## src/rtl/fifo_fwft_adapter.sv

```systemverilog
// Read-domain adapter: drives a 1-cycle-latency FIFO pop port and re-presents the words as a FWFT valid/ready stream.
// Optional FWFT_STATS_EN adds saturating stat_words / stat_stall counters.
module fifo_fwft_adapter #(
  parameter int BITS  = 32,
  parameter int DEPTH = 2
) (
  input  logic                       rd_clk,
  input  logic                       rd_rst,
  output logic                       fifo_rd_en,
  input  logic                       fifo_rd_empty,
  input  logic [BITS-1:0]            fifo_rd_data,
  input  logic                       flush,
  output logic                       m_valid,
  input  logic                       m_ready,
  output logic [BITS-1:0]            m_data,
  output logic [$clog2(DEPTH+1)-1:0] level
`ifdef FWFT_STATS_EN
  ,
  output logic [31:0]                stat_words,
  output logic [31:0]                stat_stall
`endif
);

  localparam int LW = $clog2(DEPTH+1);
  localparam int PW = $clog2(DEPTH);

  logic [BITS-1:0] mem [DEPTH];
  logic [PW-1:0]   head, tail;
  logic [LW-1:0]   cnt;
  logic            inflight;
  logic            out_fire;
  logic [LW:0]     occ;

  // Wrap at DEPTH explicitly so non-power-of-two depths work.
  function automatic logic [PW-1:0] nxt(input logic [PW-1:0] p);
    logic [PW:0] s;
    s = {1'b0, p} + 1'b1;
    return (s == (PW+1)'(DEPTH)) ? '0 : s[PW-1:0];
  endfunction

  assign m_valid  = (cnt != '0);
  assign m_data   = mem[head];
  assign level    = cnt;
  assign out_fire = m_valid & m_ready;

  // Buffered plus in-flight words after this cycle's departure must leave room for one more.
  assign occ        = (LW+1)'(cnt) + (LW+1)'(inflight) - (LW+1)'(out_fire);
  assign fifo_rd_en = !rd_rst & !fifo_rd_empty & !flush & (occ < (LW+1)'(DEPTH));

  always_ff @(posedge rd_clk or posedge rd_rst) begin
    if (rd_rst) begin
      cnt      <= '0;
      head     <= '0;
      tail     <= '0;
      inflight <= 1'b0;
      for (int i = 0; i < DEPTH; i++) mem[i] <= '0;
    end else if (flush) begin
      cnt      <= '0;
      head     <= '0;
      tail     <= '0;
      inflight <= 1'b0;
    end else begin
      inflight <= fifo_rd_en;
      if (inflight) begin
        mem[tail] <= fifo_rd_data;
        tail      <= nxt(tail);
      end
      if (out_fire) head <= nxt(head);
      case ({inflight, out_fire})
        2'b10:   cnt <= cnt + 1'b1;
        2'b01:   cnt <= cnt - 1'b1;
        default: cnt <= cnt;
      endcase
    end
  end

`ifdef FWFT_STATS_EN
  always_ff @(posedge rd_clk or posedge rd_rst) begin
    if (rd_rst) begin
      stat_words <= '0;
      stat_stall <= '0;
    end else begin
      if (out_fire && stat_words != 32'hFFFF_FFFF) stat_words <= stat_words + 1'b1;
      if (m_valid && !m_ready && stat_stall != 32'hFFFF_FFFF) stat_stall <= stat_stall + 1'b1;
    end
  end
`endif

`ifndef SYNTHESIS
  a_no_overflow: assert property (@(posedge rd_clk) disable iff (rd_rst)
    !(inflight && !flush && cnt == LW'(DEPTH) && !out_fire));
  a_no_pop_empty: assert property (@(posedge rd_clk) disable iff (rd_rst)
    !(fifo_rd_en && fifo_rd_empty));
`endif

endmodule

```

## config.mk

```make
export PLATFORM = sky130hd
export DESIGN_NAME = fifo_fwft_adapter
export DESIGN_NICKNAME = d
export VERILOG_FILES = /design/src/rtl/fifo_fwft_adapter.sv
export SDC_FILE = /design/constraint.sdc
export NUM_CORES = 1
export LEC_CHECK = 0
export BUFFER_PORTS_ARGS = -buffer_cell sky130_fd_sc_hd__buf_2
export CORE_MARGIN = 3
export CORE_UTILIZATION = 57
export DETAILED_ROUTE_END_ITERATION = 8
export PLACE_DENSITY = 0.84
export RECOVER_POWER = 100
export SETUP_SLACK_MARGIN = 0.2
export SKIP_CTS_REPAIR_TIMING = 1
export SLEW_MARGIN = 20
export SYNTH_ARGS = -nofsm -noshare
export SYNTH_HDL_FRONTEND = slang
export SYNTH_SLANG_ARGS = --single-unit
export TNS_END_PERCENT = 30
```

## constraint.sdc

```tcl
create_clock -name rd_clk -period 6.4 [get_ports rd_clk]
set_input_delay 0.64 -clock rd_clk [delete_from_list [all_inputs] [get_ports rd_clk]]
set_output_delay 0.64 -clock rd_clk [all_outputs]
set_load 0.01 [all_outputs]
```

==> results.md <==
* Avg WL per Cell at between 15 and 20 um
* Cell with the largest stage delay on the worst path: nor3b_1
* Post-synthesis sequential area ratio at 0.5542
* RSZ-0062 raised after global routing: false
* Die area at 6389 um2
* Logic pwr share at 0.370
* Drt drc at 0
* Die height at around 80 um
* Seq pwr share at 0.412
* Failing checks: max-capacitance violations, max-slew violations
* Sw Share at 0.3106
* Initial DRC count at 60
* Syn_nets at roughly 240
* Overall global routing resource usage at 0.1886
* DP Wirelength at roughly 3600 um
* Skew final at between 0.004 and 0.005 ns
* Met3 usage at 0.05418
* Worst setup EP type: register
* Peak per-stage delay on the critical path at approximately 2 ns
* Synthesized instance count at between 200 and 250
* Slew margin rel. at -0.6777
* Fin area at about 3600 um2
* Vias per cell at about 5.2
* Synth cell types at 20
* Clk network pwr share at 0.219
* Clock slew at reported path FFs at 0.07 ns
* I/O Buffers at between 70 and 80
* Crit Path Max Fanout at 17
* Area growth, synth to finish at 16.79%
* Gp weighted congestion at 0.6875
* Power Dens Cells at around 470 nW/um2
* Initial antenna violation count at 0
* Psw at 0.5296 mW
* Synthesis Warnings at 0
* GRT overflow at 0
* Post-place instance area at around 3500 um2
* Final nets at 319
* Initial Util at 0.5986
* Fin Setup TNS at 0 ns
* Global routing usage on met2 at 0.3022
* GRT busiest layer: met2
* Share of layout cells above drive strength 1 at 0.5211
* WP data required at 6.62 ns
* Antenna diode count at 0
* Cell mode on critical path: clkbuf_1
* Placed Cells incl. Taps at roughly 340
* Number of global-route vias before repair at roughly 1,900
* Clk_lat worst skew at roughly 0.34 ns
* Setup CP Type: in2reg
* Post-Route WL at approximately 5500 um
* Root buf cell: clkbuf_8
* #FFs+latches synth at 69
* CP arrival at 4.01 ns
* Sink Count at 69
* Avg Inst Size Synth at 15.27 um2
* Final Setup Violations at 0
* Final Hold Vio Count at 0
* CTS buffer count at 9
* CTS tree: done
* Post-Syn Area at ~3100 um2
* Placeable Area at about 5200 um2
* Power Internal at ~1.2 mW
* Bufs on Longest Clock Path at 2
* Worst path cell trace: clkbuf_1 > nor3b_1 > clkbuf_1 > mux2_2
* Max Fclk at roughly 260 MHz
* Min Clock Period, post-route at about 3.8 ns
* Leakage at roughly 1.7 nW
* Outcome: finished, violations left
* Io pins at 73
* Row cnt at 26
* Chip width at 79.93 um
* Max_cap viols at 3
* Worst hold slack at between 0.4 and 0.5 ns
* Max-slew violation count at 82
* Worst min path class: reg2reg
* Final Non-Filler Cells at 354
* DRT Pass-1 Iters at 4
* VDD IR max at approximately 0.26 mV
* Pin count of the biggest net entering global routing at slightly above 70
* Worst slew pin tran at 2.511 ns
* Met1 GRT Util at 0.2361
* Startpoint Class: input pin
* Final period util at 0.5920
* H-tree levels at 3
* Pwr Total at around 1.7 mW
* First-pass GRT wire length at around 9100 um
* Vias at between 1,500 and 2,000
* Final ANT Viol Nets at 0
-- cell usage in the layout (no fill, tap or decap) --
| cell | instances |
|---|---|
| mux2_2 | 96 |
| dfrtp_1 | 69 |
| clkbuf_1 | 40 |
| buf_2 | 36 |
| clkbuf_8 | 9 |
| nor2_1 | 5 |
| inv_1 | 4 |
| xnor2_1 | 4 |
| clkinv_2 | 3 |
| nand2b_1 | 2 |
| and4_1 | 2 |
| ha_1 | 2 |
| bufinv_16 | 2 |
| nand3b_1 | 1 |
| nor3b_1 | 1 |
| mux2_1 | 1 |
| nor2b_1 | 1 |
| o21a_1 | 1 |
| o21bai_1 | 1 |
| or2_2 | 1 |
| a221oi_1 | 1 |
| fa_1 | 1 |
| buf_4 | 1 |
-- cells by family after synthesis --
logic type | after synthesis | synth area share
mux | 97 | 0.3506
flops | 69 | 0.5542
buf+inv | 15 | 0.03252
simple gates | 13 | 0.02932
xor+xnor | 4 | 0.01124
compound gates | 3 | 0.007633
fa+ha+maj | 3 | 0.01446
-- registers in the layout, summed over array words and instances (netlist names) --
register and cells:
inflight 1, mem 64, head 1, level 2, tail 1
-- worst max-delay path: cells and delay by family --
family,cells,cell delay (ns)
buffers and inverters,2,0.97
multiplexers,1,0.42
AND/OR/NAND/NOR,1,1.97
-- per-layer routing --
metal	vias up	routed length [um]
met1	922	2399
met5	-	0
li1	875	-
met4	0	92
met3	9	361
met2	50	2661
-- cells in the mapped netlist --
library cell / number / share of area
nand3b_2: 1 / 0.0036
o21bai_1: 1 / 0.0024
and4_1: 2 / 0.0056
nor2_1: 5 / 0.0060
nand2b_1: 2 / 0.0040
fa_1: 1 / 0.0064
buf_6: 4 / 0.014
dfrtp_1: 69 / 0.55
a221oi_1: 1 / 0.0028
o21a_1: 1 / 0.0024
buf_2: 3 / 0.0048
inv_1: 4 / 0.0048
nor2b_1: 1 / 0.0020
or2_2: 1 / 0.0020
ha_1: 2 / 0.0080
nor3b_4: 1 / 0.0060
clkbuf_1: 1 / 0.0012
mux2_2: 97 / 0.35
xnor2_1: 4 / 0.011
buf_4: 3 / 0.0072
-- power groups by stage --
stage | clock network [mW] | logic (mW) | registers (mW)
CTS | 0.380 | 0.676 | 0.706
detailed placement | 0 | 0.671 | 0.713
floorplan | 0 | 0.482 | 0.683
global route | 0.401 | 0.695 | 0.727
finish | 0.373 | 0.630 | 0.702
global placement | 0 | 0.654 | 0.699
-- worst paths after layout --
check / startpoint / end / slack [ns] / cells after the start
hold reg to reg: mem[52]$_DFFE_PP0P_ / mem[52]$_DFFE_PP0P_ / 0.49 / 1
setup reg to reg: inflight$_DFF_PP0_ / mem[62]$_DFFE_PP0P_ / 2.66 / 3
hold / removal: mem[52]$_DFFE_PP0P_ / mem[52]$_DFFE_PP0P_ / 0.49 / 1
setup / recovery: flush / mem[62]$_DFFE_PP0P_ / 2.61 / 4
min in group asynchronous: rd_rst / mem[32]$_DFFE_PP0P_ / 0.57 / 3
max in group asynchronous: rd_rst / mem[34]$_DFFE_PP0P_ / 5.29 / 3
-- metrics by stage --
stage | setup slack (ns) | util
2_1_floorplan | 3.206 | -
3_3_place_gp | 3.554 | 0.6724
3_5_place_dp | 3.477 | 0.6724
4_1_cts | 3.312 | 0.7120
5_1_grt | 2.272 | 0.6990
6_report | 2.611 | 0.6990
-- final cells by class --
class / instances / area, um2
fill: 392 / 1567
clock buffer: 11 / 131.4
clock inverter: 5 / 75.07
multi-input combinational: 120 / 1272
tap: 70 / 87.58
inverter: 4 / 15.01
sequential: 69 / 1727
timing repair buffer: 75 / 330.3
(Power assumes the default switching activity.)
